[config.mk]
export PLATFORM = sky130hd
export DESIGN_NAME = match_window_counter_flat
export DESIGN_NICKNAME = d
export VERILOG_FILES = /design/src/rtl/match_window_counter_if.sv /design/src/rtl/match_window_counter.sv /design/src/flat_wrapper.sv
export SDC_FILE = /design/constraint.sdc
export NUM_CORES = 1
export LEC_CHECK = 0
export BUFFER_PORTS_ARGS = -buffer_cell sky130_fd_sc_hd__buf_2
export CELL_PAD_IN_SITES_DETAIL_PLACEMENT = 0
export CELL_PAD_IN_SITES_GLOBAL_PLACEMENT = 1
export CORE_MARGIN = 10
export CORE_UTILIZATION = 44
export DETAILED_ROUTE_END_ITERATION = 8
export PLACE_DENSITY = 0.9
export SLEW_MARGIN = 10
export SYNTH_ARGS = -nofsm -noshare
export SYNTH_HDL_FRONTEND = slang
export SYNTH_SLANG_ARGS = --single-unit
[constraint.sdc]
create_clock -name clk -period 2.35 [get_ports clk]
set_clock_uncertainty 0.2 [all_clocks]
set_input_delay 0.1175 -clock clk [delete_from_list [all_inputs] [get_ports clk]]
set_output_delay 0.1175 -clock clk [all_outputs]
set_load 0.03 [all_outputs]
[src/rtl/match_window_counter_if.sv]
// Report channel of match_window_counter: registered report payload with valid/ready.
interface match_window_counter_if #(
  parameter int unsigned CNT_W = 8
) ();

  logic             out_valid;
  logic             out_ready;
  logic [CNT_W-1:0] out_count;
  logic             out_sat;

  modport master (
    output out_valid,
    output out_count,
    output out_sat,
    input  out_ready
  );

  modport slave (
    input  out_valid,
    input  out_count,
    input  out_sat,
    output out_ready
  );

endinterface

[src/rtl/match_window_counter.sv]
// Counts detector match pulses over fixed WIN_LEN-cycle windows and publishes one
// saturating report per window; reports dropped under backpressure are tallied.
module match_window_counter #(
  parameter int unsigned CNT_W   = 8,
  parameter int unsigned WIN_LEN = 64,
  parameter int unsigned WIN_W   = 16,
  parameter int unsigned LOST_W  = 8
) (
  input  logic                      clk,
  input  logic                      rst,
  input  logic                      en,
  input  logic                      z,
  match_window_counter_if.master    rpt,
  output logic [LOST_W-1:0]         lost_cnt,
  output logic                      win_active
);

  localparam logic [0:0] ST_IDLE = 1'b0;
  localparam logic [0:0] ST_RUN  = 1'b1;

  localparam logic [CNT_W-1:0]  CNT_MAX  = '1;
  localparam logic [LOST_W-1:0] LOST_MAX = '1;
  localparam logic [WIN_W-1:0]  WIN_LAST = WIN_W'(WIN_LEN - 1);

  if (WIN_LEN < 2 || WIN_LEN > 65535 || (64'(WIN_LEN) - 64'd1) >= (64'd1 << WIN_W)) begin : g_bad_param
    $error("match_window_counter: WIN_LEN out of range or does not fit in WIN_W");
  end

  logic [0:0]        state_q,     state_d;
  logic [WIN_W-1:0]  wcnt_q,      wcnt_d;
  logic [CNT_W-1:0]  mcnt_q,      mcnt_d;
  logic              sat_acc_q,   sat_acc_d;
  logic              out_valid_q, out_valid_d;
  logic [CNT_W-1:0]  out_count_q, out_count_d;
  logic              out_sat_q,   out_sat_d;
  logic [LOST_W-1:0] lost_q,      lost_d;

  logic             mcnt_max_c;
  logic             close_c;
  logic [CNT_W-1:0] final_cnt_c;
  logic             final_sat_c;

  // Window-close qualification and the closing window's final count/flag, including this cycle's z.
  always_comb begin
    mcnt_max_c  = (mcnt_q == CNT_MAX);
    close_c     = (state_q == ST_RUN) && en && (wcnt_q == WIN_LAST);
    final_cnt_c = mcnt_q;
    final_sat_c = sat_acc_q;
    if (z) begin
      if (mcnt_max_c) begin
        final_sat_c = 1'b1;
      end else begin
        final_cnt_c = mcnt_q + 1'b1;
      end
    end
  end

  // Window sequencing: IDLE holds counters cleared, RUN steps the window index and counts matches.
  always_comb begin
    state_d   = state_q;
    wcnt_d    = wcnt_q;
    mcnt_d    = mcnt_q;
    sat_acc_d = sat_acc_q;
    case (state_q)
      ST_IDLE: begin
        wcnt_d    = '0;
        mcnt_d    = '0;
        sat_acc_d = 1'b0;
        if (en) begin
          state_d = ST_RUN;
        end
      end
      ST_RUN: begin
        if (!en || (wcnt_q == WIN_LAST)) begin
          // Abandon (en low) or close; a close rolls straight into the next window.
          wcnt_d    = '0;
          mcnt_d    = '0;
          sat_acc_d = 1'b0;
          if (!en) begin
            state_d = ST_IDLE;
          end
        end else begin
          wcnt_d = wcnt_q + 1'b1;
          if (z) begin
            if (mcnt_max_c) begin
              sat_acc_d = 1'b1;
            end else begin
              mcnt_d = mcnt_q + 1'b1;
            end
          end
        end
      end
      default: begin
        state_d   = ST_IDLE;
        wcnt_d    = '0;
        mcnt_d    = '0;
        sat_acc_d = 1'b0;
      end
    endcase
  end

  // Report register: a close loads it if the slot is free or being drained, otherwise the report is lost.
  always_comb begin
    out_valid_d = out_valid_q;
    out_count_d = out_count_q;
    out_sat_d   = out_sat_q;
    lost_d      = lost_q;
    if (close_c) begin
      if (!out_valid_q || rpt.out_ready) begin
        out_valid_d = 1'b1;
        out_count_d = final_cnt_c;
        out_sat_d   = final_sat_c;
      end else if (lost_q != LOST_MAX) begin
        lost_d = lost_q + 1'b1;
      end
    end else if (out_valid_q && rpt.out_ready) begin
      out_valid_d = 1'b0;
    end
  end

  always_ff @(posedge clk) begin
    if (rst) begin
      state_q     <= ST_IDLE;
      wcnt_q      <= '0;
      mcnt_q      <= '0;
      sat_acc_q   <= 1'b0;
      out_valid_q <= 1'b0;
      out_count_q <= '0;
      out_sat_q   <= 1'b0;
      lost_q      <= '0;
    end else begin
      state_q     <= state_d;
      wcnt_q      <= wcnt_d;
      mcnt_q      <= mcnt_d;
      sat_acc_q   <= sat_acc_d;
      out_valid_q <= out_valid_d;
      out_count_q <= out_count_d;
      out_sat_q   <= out_sat_d;
      lost_q      <= lost_d;
    end
  end

  assign rpt.out_valid = out_valid_q;
  assign rpt.out_count = out_count_q;
  assign rpt.out_sat   = out_sat_q;
  assign lost_cnt      = lost_q;
  assign win_active    = (state_q == ST_RUN);

endmodule

[src/flat_wrapper.sv]
// flat-port wrapper written by rule: the top's interface ports become plain ports
module match_window_counter_flat 
#(
  parameter int unsigned CNT_W   = 8,
  parameter int unsigned WIN_LEN = 64,
  parameter int unsigned WIN_W   = 16,
  parameter int unsigned LOST_W  = 8
)
  (clk, rst, en, z, lost_cnt, win_active, rpt_out_valid, rpt_out_count, rpt_out_sat, rpt_out_ready);
  match_window_counter_if #(.CNT_W(CNT_W)) rpt_i ();
  input  logic clk;
  input  logic rst;
  input  logic en;
  input  logic z;
  output logic [LOST_W-1:0] lost_cnt;
  output logic win_active;
  output wire logic [$bits(rpt_i.out_valid)-1:0] rpt_out_valid;
  output wire logic [$bits(rpt_i.out_count)-1:0] rpt_out_count;
  output wire logic [$bits(rpt_i.out_sat)-1:0] rpt_out_sat;
  input wire logic [$bits(rpt_i.out_ready)-1:0] rpt_out_ready;
  assign rpt_out_valid = rpt_i.out_valid;
  assign rpt_out_count = rpt_i.out_count;
  assign rpt_out_sat = rpt_i.out_sat;
  assign rpt_i.out_ready = rpt_out_ready;
  match_window_counter #(.CNT_W(CNT_W), .WIN_LEN(WIN_LEN), .WIN_W(WIN_W), .LOST_W(LOST_W)) u_core (.clk(clk), .rst(rst), .en(en), .z(z), .rpt(rpt_i), .lost_cnt(lost_cnt), .win_active(win_active));
endmodule
Word level (Yosys, flattened, before mapping):

Index checks and enable logic that the tools add are counted.

* word-level logic and storage cells: 44
* output and inout port bits: 19
* register bits after elaboration: 44

* eq/ne operators: 4
* reductions and logical operators: 11
* bitwise operators: 2
* muxes and demuxes: 16
* add/subtract/negate cells: 3

Operators with widths (number)
* 16-bit case mux with 2 select lines: 1
* 8-bit 2-to-1 mux: 3
* 16-bit by 1-bit adder with 16-bit output, second input constant: 1
* 8-bit by 1-bit adder with 8-bit output, second input constant: 2
* 16-bit by 6-bit equality test with 1-bit output, second input constant: 1
* 16-bit 2-to-1 mux: 1
* 8-bit case mux with 2 select lines: 1
* 8-bit equality test, second input constant: 1
* 1-bit 2-to-1 mux: 8
* 8-bit != test, second input constant: 1
* 1-bit case mux with 2 select lines: 2
* 2-bit AND reduction: 2
* 1-bit logical AND: 3
* 3-bit AND reduction: 1
* 1-bit zero test: 2
* 1-bit logical OR: 2
* 2-bit != test, second input constant: 1
* 1-bit NOT: 2
* 2-bit nonzero test: 1

Longest topological paths before layout:

Gate-level depths: netlist of the first run.

* word-level depth: 5
* gate-level depth with buffers: 7
* mapped depth without buffers: 5

Least setup slack after synthesis of the first run:

No wires, ideal clock.

* path kind: register to register
* start point: register u_core.wcnt_q[0]
* end point: register u_core.lost_q[3], in the netlist u_core.lost_cnt[3]
* buffers on the path: 1
* path slack: 0.358 ns
* stages on the path, launching flop included: 7
* arrival: 1.722 ns
* library setup time: 0.070 ns
* data required time: 2.080 ns
* clock period less this slack: 1.992 ns
* cell sequence: dfxtp_1 > ha_1 > and4bb_2 > nand4b_2 > buf_6 > or4_1 > a21oi_1

* word-level cells in the longest chain between the ends: 3

Ends and longest elaborated chain
* start: declaration: line match_window_counter.sv:30 `logic [WIN_W-1:0] wcnt_q, wcnt_d;`
* start signal: assignment: line match_window_counter.sv:133 `wcnt_q <= wcnt_d;`
* 16-bit by 6-bit equality test with 1-bit output: line match_window_counter.sv:46 `close_c = (state_q == ST_RUN) && en && (wcnt_q == WIN_LAST);`
* 1-bit logical AND: line match_window_counter.sv:46
* 3-bit AND reduction (no source line)
* end signal: assignment: line match_window_counter.sv:139 `lost_q <= lost_d;`
* end: declaration: line match_window_counter.sv:36 `logic [LOST_W-1:0] lost_q, lost_d;`

Every way passes these cells.
A chain may end at the register's enable or synchronous reset.

Worst setup path after layout of the first run:

* start point: register u_core.wcnt_q[0]
* end point: register u_core.wcnt_q[8]

* word-level cells in the longest chain between the ends: 4

Ends and longest elaborated chain
* parallel branches: the longest is 2 deep, another holds 16-bit by 1-bit adder with 16-bit output
* 16-bit 2-to-1 mux *: line match_window_counter.sv:74 `if (!en || (wcnt_q == WIN_LAST)) begin`
* 16-bit case mux with 2 select lines *: line match_window_counter.sv:64 `case (state_q)`

Mark *: on every way between the ends.

==> impl_metrics.csv, run 1 <==
group,metric,value,unit
job,max-cap-violations,0,
routing,dr_total_vias,1801,
yosys,yosysSeqAreaShare,42.2,%
die,row_count,25,
global_route,grt_pass1_vias,1744,
global_route,grt_use_total,12.7,%
die,die_area,0.00790,mm²
layout,fin_util,50.4,%
routing,detail_route.iter0.violations,100,
layout,nFillCells,471,
yosys,async_flop_share,0,%
setup_path,crit_type,"flop to flop",
die,dieWidth,88.9,µm
setup_path,cp_data_required_time,2.39,ns
clock_network,ctsLongestPathBuffers,2,
min_path,worstHoldPathType,"primary input to flop",
die,fp.dieH,88.9,µm
sta,period_share,92.0,%
yosys,synth_top_cell_by_area,"dfxtp_1",
global_route,antenna_found_initial,0,
power,p_leak,0.804,nW
die,core,0.00466,mm²
global_route,grt_pass1_wl,8.04,mm
setup_path,arrival,2.20,ns
layout,syn_to_final_growth,12.5,%
routing,antenna_left,0,
sta,tns,0,ns
sta,setup_viol,0,
yosys,syn_area_per_cell,8.96,µm²
setup_path,crit_fanout,11,
setup_path,critPathLaunch,"u_core.wcnt_q[0]",
sta,maxSlewHeadroom,56.8,%
clock_network,cts.clk_slew.worst_paths,0.09,ns
yosys,post-synth-top-area-fraction,42.2,%
yosys,synth-edff-count,0,
placed_design,port_buffers,23,
setup_path,crit_path_end_kind,"flop",
yosys,yosysWarnings,0,
yosys,synth_area_leaders,"dfxtp_1 42%, nor2_1 4.9%, a21oi_1 4.8%, xnor2_1 4.6%, nand3_1 4.1%",
placed_design,routabilityCongestion,0.786,
sta,fmax,463,MHz
clock_network,cts_tree,"built",
power,powerDensity,534,mW/mm²
setup_path,r2r_start,"u_core.wcnt_q[0]",
yosys,synth.most_common_cell,"dfxtp_1",
routing,drc,0,
die,start_util,44.8,%
yosys,synthCells,233,
placed_design,place_area,0.00223,mm²
min_path,whs_path_depth,3,
routing,wl_per_cell,14.6,µm
layout,postLayoutCellArea,0.00235,mm²
clock_network,numCtsBuffers,5,
clock_network,cts_root_buffer,"clkbuf_8",
yosys,synth_seq_cells,44,
setup_path,crit_end,"u_core.wcnt_q[8]",
global_route,grt_max_degree,21,
global_route,grt-ovfl-total,0,
routing,dr.pass1.iters,4,
layout,nets,269,
routing,viasPerCell,5.70,
routing,finalWirelength,4.62,mm
run_status,status,"complete, no violations",
sta,finalHoldViolCount,0,
setup_path,r2r_end,"u_core.wcnt_q[8]",
layout,antennaDiodeCount,0,
placed_design,hpwlAfterDp,3.28,mm
sta,rsz0062_at_grt,"false",
layout,drive_above_1_share,19.1,%
yosys,ys_types,45,
setup_path,r2r_cells,6,
sta,fin_crit,2.16,ns
yosys,synth_fp_nets,241,
sta,worstMarginPinSlew,0.647,ns
setup_path,start_kind,"flop",
die,pin_count,24,
clock_network,cts_num_sinks,44,
setup_path,ff2ff_setup_slack,0.19,ns
yosys,synth_ff_type,"dfxtp_1",
clock_network,worstSkewPairLatency,0.30,ns
clock_network,h-tree-depth,2,
power,ir_worst_vdd,0.336,mV
yosys,synth_area,0.00209,mm²
sta,drv_slew,0,
yosys,yosys-top-cells-count,"44 x dfxtp_1, 27 x nor2_1, 20 x a21oi_1",
## worst max-delay path: stages, from the launching register on
cell and delay [ns]:
dfxtp_1 0.34, ha_1 0.22, and4bb_2 0.26, and4b_2 0.25
or3_1 0.47, buf_4 0.25, nor2_1 0.12
## where the power goes
group	switching [mW]	internal, mW
registers	0.00184	0.747
clock network	0.267	0.207
logic	0.0207	0.00971
## cells by family after synthesis
| kind of cell | share of synthesized area [%] |
|---|---|
| fa+ha+maj | 1.80 |
| mux | 0.479 |
| simple gates | 28.4 |
| flops | 42.2 |
| buf+inv | 5.45 |
| compound gates | 15.4 |
| xor+xnor | 6.29 |
## layout make-up
type	instances	area [µm²]	share of cell area, %
Timing Repair Buffer	32	188	7.99
Inverter	6	22.5	0.959
Multi-Input combinational cell	172	1100	46.9
Clock buffer	5	68.8	2.93
Clock inverter	3	18.8	0.799
Tap cell	54	67.6	2.88
Sequential cell	44	881	37.5
## state kept, by name (all words and copies together) (netlist names)
signal	flops
u_core.lost_cnt	8
u_core.mcnt_q	8
u_core.rpt.out_count	8
u_core.rpt.out_sat	1
u_core.rpt.out_valid	1
u_core.sat_acc_q	1
u_core.wcnt_q	16
u_core.win_active	1
## worst min-delay path by stage
stage	from	end	slack [ns]
after CTS	z	u_core.mcnt_q[2]	0.009
after floorplan	en	u_core.win_active	0.05
after detailed placement	en	u_core.win_active	0.20
final	z	u_core.mcnt_q[2]	0.02
after global routing	z	u_core.mcnt_q[2]	0.04
after global placement	en	u_core.win_active	0.20
## per-layer routing
| metal | vias to the layer above | part of all wire (%) | wire, µm | GRT usage, % |
|---|---|---|---|---|
| li1 | 910 | - | - | - |
| met1 | 841 | 46 | 2110 | 15.1 |
| met2 | 42 | 47 | 2160 | 20.5 |
| met3 | 8 | 5.8 | 267 | 3.74 |
| met4 | 0 | 1.8 | 81 | 5.73 |
| met5 | - | 0 | 0 | 0 |
## cell usage in the layout (no fill, tap or decap), types with 7 or more instances in the layout
cell,count
nand2_1,9
nor2_1,27
dfxtp_1,44
buf_4,7
buf_2,23
nand4_1,7
a21oi_1,20
xnor2_1,11
or4_1,8
o21ai_0,11
nand3_1,17
## stage by stage
step	worst slack, ns	hold WS, ns	instances	power, mW
2_1_floorplan	0.358	0.0457	233	0.787
3_3_place_gp	0.263	0.199	306	0.793
3_5_place_dp	0.195	0.204	306	0.794
4_1_cts	0.177	0.00875	316	1.27
5_1_grt	0.0693	0.0386	316	1.31
6_report	0.189	0.0193	316	1.25
## repair_timing
action | CTS | global route
endpoints found under the setup margin | 0 | 1
hold endpoints to repair | 2 | 0
gates resized for setup | 0 | 1
setup buffers | 0 | 0
hold buffers | 2 | 0
(Power assumes the default switching activity.)
==> run 2, diff against run 1 <==
ABC_AREA = 1   (was unset)
CORE_UTILIZATION = 41   (was 44)
==> run 2 against run 1 <==
Worst hold slack improved by 0.030 ns. Largest cell class unchanged. Clock power rose by 24%. Non-clock buffer count is 3 lower. Combinational power grew 2%. Critical path type unchanged. Critical endpoint is now u_core.lost_cnt[7]. First-iteration DRC count decreased by 9.0%. Highest routed layer unchanged. Synthesized cell count increased by 49%.
==> impl_metrics.csv, run 2 <==
group,metric,value,unit
clock_network,worstSkewPairLatency,0.30,ns
yosys,synth_area,0.00226,mm²
yosys,synth_fp_nets,356,
setup_path,crit_fanout,10,
power,powerDensity,526,mW/mm²
sta,finalHoldViolCount,0,
yosys,syn_area_per_cell,6.50,µm²
power,ir_worst_vdd,0.270,mV
setup_path,critPathSlowestCell,"a21oi_2",
global_route,grt_pass1_wl,8.81,mm
sta,tns,0,ns
global_route,grt_use_total,12.0,%
routing,dr.pass1.iters,4,
global_route,grt-ovfl-total,0,
layout,antennaDiodeCount,0,
die,die_area,0.00889,mm²
setup_path,start_kind,"flop",
placed_design,routabilityCongestion,0.843,
layout,top_register,"u_core.wcnt_q",
clock_network,numCtsBuffers,5,
placed_design,port_buffers,23,
clock_network,h-tree-depth,2,
yosys,synth_area_leaders,"dfxtp_1 39%, nand2_1 16%, nor2_1 9.3%, inv_1 8.3%, nand3_1 6.2%",
layout,largest_register_ffs,16,
sta,maxSlewHeadroom,69.4,%
global_route,grt_max_degree,16,
run_status,status,"complete, no violations",
yosys,yosysWarnings,0,
routing,drc,0,
die,start_util,43.2,%
layout,nets,386,
yosys,ys_types,26,
clock_network,cts_root_buffer,"clkbuf_8",
die,fp.dieH,94.3,µm
yosys,synth-edff-count,0,
setup_path,arrival,1.99,ns
setup_path,crit_path_end_kind,"flop",
setup_path,cp_data_required_time,2.34,ns
global_route,grt_use_met3,4.00,%
yosys,yosysSeqAreaShare,38.9,%
global_route,met1_usage,14.6,%
global_route,antenna_found_initial,0,
setup_path,crit_chain,"ha_1 > inv_1 > nor2_1 > a21oi_2 > nand3_1 > nand2_1 > a21oi_1",
yosys,synthCells,348,
yosys,synth_seq_cells,44,
yosys,async_flop_share,0,%
die,row_count,26,
sta,fmax,499,MHz
yosys,synth_ff_type,"dfxtp_1",
sta,drv_slew,0,
clock_network,ctsLongestPathBuffers,2,
yosys,yosys-top-cells-count,"96 x nand2_1, 56 x nor2_1, 50 x inv_1",
layout,syn_to_final_growth,14.8,%
die,dieWidth,94.3,µm
global_route,busiest_layer,"met2",
sta,fin_crit,2.00,ns
layout,drive_above_1_share,11.3,%
setup_path,crit_type,"flop to flop",
global_route,globalRouteMet2Util,19.5,%
die,pin_count,24,
job,max-cap-violations,0,
sta,period_share,85.2,%
clock_network,cts_num_sinks,44,
global_route,grt_pass1_vias,1996,
routing,detail_route.iter0.violations,91,
setup_path,cpPeakStageDelay,0.39,ns
routing,dr_total_vias,2087,
power,p_leak,1.17,nW
sta,setup_viol,0,
yosys,synth_top_cell_by_area,"dfxtp_1",
routing,wl_per_cell,10.9,µm
clock_network,cts.clk_slew.worst_paths,0.09,ns
clock_network,cts_setup_buffers,0,
layout,layout_common_cells,"96 x nand2_1, 56 x nor2_1, 50 x inv_1",
layout,nFillCells,564,
yosys,synth.most_common_cell,"nand2_1",
layout,final_common_cell,"nand2_1",
sta,worstMarginPinSlew,0.459,ns
sta,rsz0062_at_grt,"false",
clock_network,cts_tree,"built",
placed_design,hpwlAfterDp,3.74,mm
routing,finalWirelength,4.89,mm
min_path,worstHoldPathType,"primary input to flop",
yosys,post-synth-top-area-fraction,38.9,%
power,total_power,1.37,mW
routing,antenna_left,0,
setup_path,ff2ff_setup_slack,0.35,ns
die,core,0.00524,mm²
routing,viasPerCell,4.65,
-- run 2: changes by cell type after synthesis, sizes merged, moves of 6 or more --
cell and delta:
nand2 +88, inv +44, nor2 +33, nand3 +12, xnor2 -9, or4 -8, nor4 -7, o21ai -6
o31ai -6
-- run 2: through the flow --
stage / cells / setup slack, ns / cell area, µm² / hold slack, ns / utilization (%)
6_report: 449 / 0.348 / 2600 / 0.0497 / 49.6
5_1_grt: 449 / 0.170 / 2600 / 0.0615 / 49.6
4_1_cts: 449 / 0.347 / 2600 / 0.0392 / 49.6
3_5_place_dp: 437 / 0.357 / 2450 / 0.142 / 46.7
3_3_place_gp: 437 / 0.351 / 2450 / 0.136 / 46.7
2_1_floorplan: 348 / 0.514 / 2260 / 0.0245 / -
-- run 2: worst paths after layout --
kind                                    startpoint                    to  depth (start not counted)
worst max-delay path            u_core.lost_cnt[0]    u_core.lost_cnt[7]                          7
worst min register to register    u_core.wcnt_q[0]      u_core.wcnt_q[0]                          1
worst min-delay path                 rpt_out_ready  u_core.rpt.out_valid                          4
worst max register to register  u_core.lost_cnt[0]    u_core.lost_cnt[7]                          7
-- run 2: where the power goes --
part / total (mW) / switching, mW / internal [mW] / leakage [nW]
logic: 0.0312 / 0.0198 / 0.0114 / 0.766
clock network: 0.589 / 0.274 / 0.315 / 0.0541
registers: 0.747 / 0.00102 / 0.746 / 0.355
-- run 2: final cells by class --
class | count | area [µm²] | area share (%)
Multi-Input combinational cell | 248 | 1160 | 44.7
Sequential cell | 44 | 881 | 33.9
Inverter | 50 | 188 | 7.23
Timing Repair Buffer | 29 | 170 | 6.55
Tap cell | 70 | 87.6 | 3.37
Clock buffer | 5 | 68.8 | 2.65
Clock inverter | 3 | 42.5 | 1.64
-- run 2: layer usage --
metal  wire length (µm)  share of wire (%)  vias up
li1                   -                  -     1146
met1               2350                 48      899
met2               2190                 45       38
met3                303                6.2        4
met4                 43               0.88        0
met5                  0                  0        -
-- run 2: what timing repair did --
action	in CTS	in global routing
hold buffers	4	0
setup endpoints to repair	0	0
gates resized for setup	0	0
endpoints found under the hold margin	11	0
-- run 2: cells by family (layout without fill, tap and decap cells) --
family,Yosys count,after routing,share of synthesized area (%)
XOR/XNOR,7,7,2.71
AND/OR/NAND/NOR,208,208,40.1
adder cells (fa/ha/maj),3,3,1.66
buffers and inverters,56,87,9.84
AO/OA/AOI/OAI,30,30,6.80
flip-flops,44,44,38.9
-- run 2: critical path, delay by kind of cell (launching register included) --
| kind | cells | cell delay, ns |
|---|---|---|
| AND/OR/NAND/NOR | 3 | 0.53 |
| AO/OA/AOI/OAI | 2 | 0.46 |
| flip-flops | 1 | 0.37 |
| adder cells (fa/ha/maj) | 1 | 0.27 |
| buffers and inverters | 1 | 0.07 |
